`src/rtl/counter_ctrl_8bit.sv`:
```
// Button front-end for sync_counter_8bit: synchronise, debounce, and sequence run/load control.
// Optional feature macro AUTO_STOP_EN: stop automatically when the counter reaches all ones.

module counter_ctrl_8bit_debounce #(
    parameter int unsigned DB_CYCLES = 4
) (
    input  logic clk,
    input  logic clr,
    input  logic btn,
    output logic press
);
    localparam int unsigned DCW = $clog2(DB_CYCLES + 1);

    logic           sync1;
    logic           sync2;
    logic           db;
    logic           db_q;
    logic [DCW-1:0] db_cnt;

    always_ff @(posedge clk) begin
        if (!clr) begin
            sync1  <= 1'b0;
            sync2  <= 1'b0;
            db     <= 1'b0;
            db_q   <= 1'b0;
            db_cnt <= '0;
        end else begin
            sync1 <= btn;
            sync2 <= sync1;
            db_q  <= db;
            // The count is "cycles of disagreement"; the level flips on the DB_CYCLES-th one.
            if (sync2 != db) begin
                if (db_cnt == DCW'(DB_CYCLES - 1)) begin
                    db     <= sync2;
                    db_cnt <= '0;
                end else begin
                    db_cnt <= db_cnt + DCW'(1);
                end
            end else begin
                db_cnt <= '0;
            end
        end
    end

    assign press = db & ~db_q;
endmodule

module counter_ctrl_8bit #(
    parameter int unsigned W         = 8,
    parameter int unsigned DB_CYCLES = 4,
    parameter int unsigned LOAD_HOLD = 1
) (
    input  logic         clk,
    input  logic         clr,
    input  logic         btn_ss,
    input  logic         btn_ld,
    input  logic [W-1:0] sw,
    input  logic [W-1:0] c,
    output logic         s_s,
    output logic         l,
    output logic [W-1:0] d
);
    localparam int unsigned HCW = $clog2(LOAD_HOLD + 1);

    localparam logic [1:0] IDLE = 2'b00;
    localparam logic [1:0] RUN  = 2'b01;
    localparam logic [1:0] LOAD = 2'b10;

    logic           ss_press;
    logic           ld_press;
    logic [1:0]     state;
    logic [1:0]     state_nx;
    logic           ret;
    logic           ret_nx;
    logic [HCW-1:0] hold_cnt;
    logic [HCW-1:0] hold_nx;
    logic           capture;

    counter_ctrl_8bit_debounce #(.DB_CYCLES(DB_CYCLES)) u_db_ss (
        .clk   (clk),
        .clr   (clr),
        .btn   (btn_ss),
        .press (ss_press)
    );

    counter_ctrl_8bit_debounce #(.DB_CYCLES(DB_CYCLES)) u_db_ld (
        .clk   (clk),
        .clr   (clr),
        .btn   (btn_ld),
        .press (ld_press)
    );

`ifdef AUTO_STOP_EN
    logic at_max;
    assign at_max = (c == '1);
`else
    logic unused_c;
    assign unused_c = ^c;
`endif

    always_comb begin
        state_nx = state;
        ret_nx   = ret;
        hold_nx  = hold_cnt;
        capture  = 1'b0;
        case (state)
            IDLE: begin
                if (ld_press) begin
                    state_nx = LOAD;
                    ret_nx   = 1'b0;
                    hold_nx  = '0;
                    capture  = 1'b1;
                end else if (ss_press) begin
                    state_nx = RUN;
                end
            end
            RUN: begin
                if (ld_press) begin
                    state_nx = LOAD;
                    ret_nx   = 1'b1;
                    hold_nx  = '0;
                    capture  = 1'b1;
`ifdef AUTO_STOP_EN
                end else if (at_max) begin
                    state_nx = IDLE;
`endif
                end else if (ss_press) begin
                    state_nx = IDLE;
                end
            end
            LOAD: begin
                // Presses arriving here are dropped, not queued.
                if (hold_cnt == HCW'(LOAD_HOLD - 1)) begin
                    state_nx = ret ? RUN : IDLE;
                end else begin
                    hold_nx = hold_cnt + HCW'(1);
                end
            end
            default: begin
                state_nx = IDLE;
            end
        endcase
    end

    // Outputs are decoded from the next state so they are registered yet aligned with it.
    always_ff @(posedge clk) begin
        if (!clr) begin
            state    <= IDLE;
            ret      <= 1'b0;
            hold_cnt <= '0;
            s_s      <= 1'b0;
            l        <= 1'b0;
            d        <= '0;
        end else begin
            state    <= state_nx;
            ret      <= ret_nx;
            hold_cnt <= hold_nx;
            s_s      <= (state_nx == RUN);
            l        <= (state_nx == LOAD);
            if (capture) begin
                d <= sw;
            end
        end
    end
endmodule
```
`config.mk`:
```
export PLATFORM = sky130hd
export DESIGN_NAME = counter_ctrl_8bit
export DESIGN_NICKNAME = d
export VERILOG_FILES = /design/src/rtl/counter_ctrl_8bit.sv
export SDC_FILE = /design/constraint.sdc
export NUM_CORES = 1
export LEC_CHECK = 0
export ABC_AREA = 1
export BUFFER_PORTS_ARGS = -buffer_cell sky130_fd_sc_hd__buf_2
export CAP_MARGIN = 20
export CORE_UTILIZATION = 28
export CTS_BUF_LIST = sky130_fd_sc_hd__clkbuf_8 sky130_fd_sc_hd__clkbuf_16
export DETAILED_ROUTE_END_ITERATION = 10
export HOLD_SLACK_MARGIN = 0.1
export PLACE_DENSITY_LB_ADDON = 0.08
export SLEW_MARGIN = 40
export SYNTH_ARGS = -nofsm -noshare
export SYNTH_HDL_FRONTEND = slang
export SYNTH_SLANG_ARGS = --single-unit
```
`constraint.sdc`:
```
create_clock -name clk -period 1.27 [get_ports clk]
set_input_delay 0 -clock clk [delete_from_list [all_inputs] [get_ports clk]]
set_output_delay 0 -clock clk [all_outputs]
set_load 0.1 [all_outputs]
```
==> flow_metrics.py <==
metrics = {
    "worst_setup_path": {
        "crit_buf_inv": 4,
        "crit_required_ns": 1.44,
        "worstSetupPathType": "in -> reg",
        "worstPathCellList": "dlygate4sd3_1 > clkbuf_4 > nand2_1 > dlygate4sd3_1 > inv_1",
        "critPathSlowestCell": "dlygate4sd3_1",
        "critical_path.most_common_cell": "dlygate4sd3_1",
        "crit_path_start_kind": "input port",
        "crit_arrival_ns": 1.37,
        "path_delay_family": "buffers and inverters",
        "crit_fanout": 12,
        "endpoint_kind": "flop",
        "max_stage_delay_ns": 0.54,
    },
    "power": {
        "ir_drop_v": 0.000425,
        "power.density_mw_per_mm2": 1040,
        "finalPower_uw": 1400,
        "leakage_uw": 0.000590,
    },
    "timing": {
        "hold_viol": 0,
        "timing.fmax_mhz": 830,
        "setup_slack_ns": 0.0654,
        "finClkSkew_ns": 0.00973,
        "fin_crit_sh_pct": 94.9,
        "slew_violations": 0,
        "maxSlewHeadroom_pct": 67.8,
        "setup_viol": 0,
        "fin_crit_ns": 1.20,
        "worst_slew_pin_slew_ns": 0.486,
        "tns_ns": 0,
    },
    "drt": {
        "drtAntennaViolNets": 0,
        "totalWireLength_mm": 1.76,
        "dr.pass1.iters": 4,
        "wl_per_cell_um": 8.99,
        "drc": 0,
        "via_per_inst": 4.10,
        "drt_iter0_drc": 11,
        "vias": 804,
    },
    "placement": {
        "dp_slack_ns": 0.119,
        "gp_congestion": 0.636,
        "port_buffers": 21,
        "dpl.cell_count": 179,
        "dpl.hpwl_mm": 1.18,
    },
    "clock_tree": {
        "htreeDepth": 1,
        "tritoncts": "done",
        "cts-root-buf": "clkbuf_8",
        "clkTransAtPathRegs_ns": 0.08,
        "clk-insertion-delay-late_ns": 0.27,
        "clk_path_buf_depth": 2,
        "cts_buffers": 3,
        "cts.sinks": 27,
        "postCtsSetupRepairBufs": 0,
    },
    "run": {
        "maxCapViolCount": 0,
    },
    "floorplan": {
        "dieArea_mm2": 0.00388,
        "core_region_area_mm2": 0.00342,
        "ioPinCount": 30,
        "dieHeight_um": 62.3,
        "start_util_pct": 29.8,
        "die_w_um": 62.3,
        "num_rows": 21,
    },
    "logic_synthesis": {
        "synth_area_leaders": "dfxtp_1 53%, nand2_1 7.4%, a21oi_2 6.9%",
        "ys.flop_type": "dfxtp_1",
        "netlist_instances": 114,
        "synth_common_cells": "27 x dfxtp_1, 20 x nand2_1, 17 x inv_1",
        "avgSynthCellArea_um2": 8.92,
        "ys_ff_latch": 27,
        "yosys.area.top_type": "dfxtp_1",
        "yosysMostFrequentCell": "dfxtp_1",
        "async_flop_share_pct": 0,
        "syn_area_mm2": 0.00102,
        "synthDistinctLibCells": 18,
        "synth_top_area_share_pct": 53.1,
        "yosysSeqAreaShare_pct": 53.1,
        "synth_edf_count": 0,
        "ys_warn_count": 0,
        "synthesis.nets": 138,
    },
    "layout": {
        "n_antenna_cell": 0,
        "area_growth_pct": 32.3,
        "drive_gt1_share_pct": 30.7,
        "n_fill_cell": 370,
        "finalNetCount": 175,
        "layout.cells.non_filler": 196,
    },
    "global_route": {
        "grt_pass1_vias": 773,
        "grt_first_pass_wirelength_mm": 3.22,
        "grt_use_total_pct": 10.7,
        "grt_antenna_before_repair": 0,
        "overflow": 0,
        "grt_start_max_net_pins": 15,
    },
    "run_status": {
        "status": "finished, final reports clean",
    },
    "worst_hold_path": {
        "hold_class": "reg -> reg",
    },
}
[worst min-delay path, delay by kind of cell (launching register included)]
kind	cells	cell delay, ns
and+or+nand+nor	1	0.04
buffers and inverters	1	0.04
DFF	1	0.31
[per-stage QoR]
| step | hold WS, ns | instance area, um^2 | util (%) |
|---|---|---|---|
| after floorplan | 0.0976 | 1020 | - |
| after global placement | 0.180 | 1160 | 34.0 |
| after detailed placement | 0.187 | 1160 | 34.0 |
| after CTS | 0.424 | 1340 | 39.2 |
| after global routing | 0.437 | 1350 | 39.4 |
| final | 0.418 | 1350 | 39.4 |
[layer usage]
metal	GRT usage [%]	routed length [um]	vias to the layer above
met5	0	0	-
met4	6.98	44	0
met3	2.39	61	5
met2	17.3	825	13
met1	12.8	831	366
li1	-	-	420
[cell type report]
class,instances,area (um^2),area share [%]
flip-flops and latches,27,541,40.1
multi-input cells,65,382,28.3
repair buffers,35,245,18.2
inverters,19,76.3,5.67
well taps,46,57.6,4.28
clock buffers,3,41.3,3.07
clock inverters,1,3.75,0.279
[path summary, 6_finish.rpt]
kind | startpoint | end | slack (ns) | cells after the start
hold / removal | u_db_ld.sync1$_SDFF_PN0_ | u_db_ld.sync2$_SDFF_PN0_ | 0.42 | 2
setup / recovery | clr | u_db_ss.sync1$_SDFF_PN0_ | 0.07 | 5
hold reg to reg | u_db_ld.sync1$_SDFF_PN0_ | u_db_ld.sync2$_SDFF_PN0_ | 0.42 | 2
setup reg to reg | u_db_ss.db_cnt[0]$_SDFF_PP0_ | u_db_ss.db_cnt[1]$_SDFF_PP0_ | 0.11 | 5
[repair_timing]
| item | 4_1_cts | 5_1_grt |
|---|---|---|
| endpoints found under the hold margin | 17 | 0 |
| endpoints found under the setup margin | 0 | 4 |
| gates resized for setup | 0 | 3 |
| hold buffers | 13 | 0 |
[cells in the final DEF (no fill, tap or decap)]
cell	netlist	routed
buf_2	2	20
a21oi_1	6	5
inv_2	1	1
clkbuf_8	0	3
ha_1	4	3
o21ai_1	1	1
nand2_2	8	8
a21oi_2	8	9
dfxtp_1	27	27
o21ai_0	2	2
clkinv_4	1	1
ha_2	0	1
nand3_1	2	2
dlygate4sd3_1	0	13
nand3_4	1	1
buf_4	0	1
clkbuf_4	0	1
nand2_1	20	20
inv_1	17	18
nor3_1	1	1
o211ai_1	2	2
nor2_1	10	10
[power breakdown]
group          total (uW)  leakage (uW)  switching [uW]  internal [uW]
clock network         467     0.0000269             250            216
registers             858      0.000218            3.87            854
logic                74.2      0.000345            29.0           45.2
total                1400      0.000590             283           1120
[sequential cells by signal, indices dropped and copies added (netlist names)]
name            count
d                   8
l                   1
ret                 1
s_s                 1
state               2
u_db_ld.db          1
u_db_ld.db_cnt      3
u_db_ld.db_q        1
u_db_ld.sync1       1
u_db_ld.sync2       1
u_db_ss.db          1
u_db_ss.db_cnt      3
u_db_ss.db_q        1
u_db_ss.sync1       1
u_db_ss.sync2       1
[kinds of logic (layout without fill, tap and decap cells)]
| kind of cell | after synthesis | in the layout | synth area share [%] |
|---|---|---|---|
| compound gates | 19 | 19 | 12.8 |
| fa+ha+maj | 4 | 4 | 4.92 |
| buf+inv | 22 | 58 | 9.96 |
| flops | 27 | 27 | 53.1 |
| simple gates | 42 | 42 | 19.2 |
Note: power is estimated with default switching activity, not from simulation.
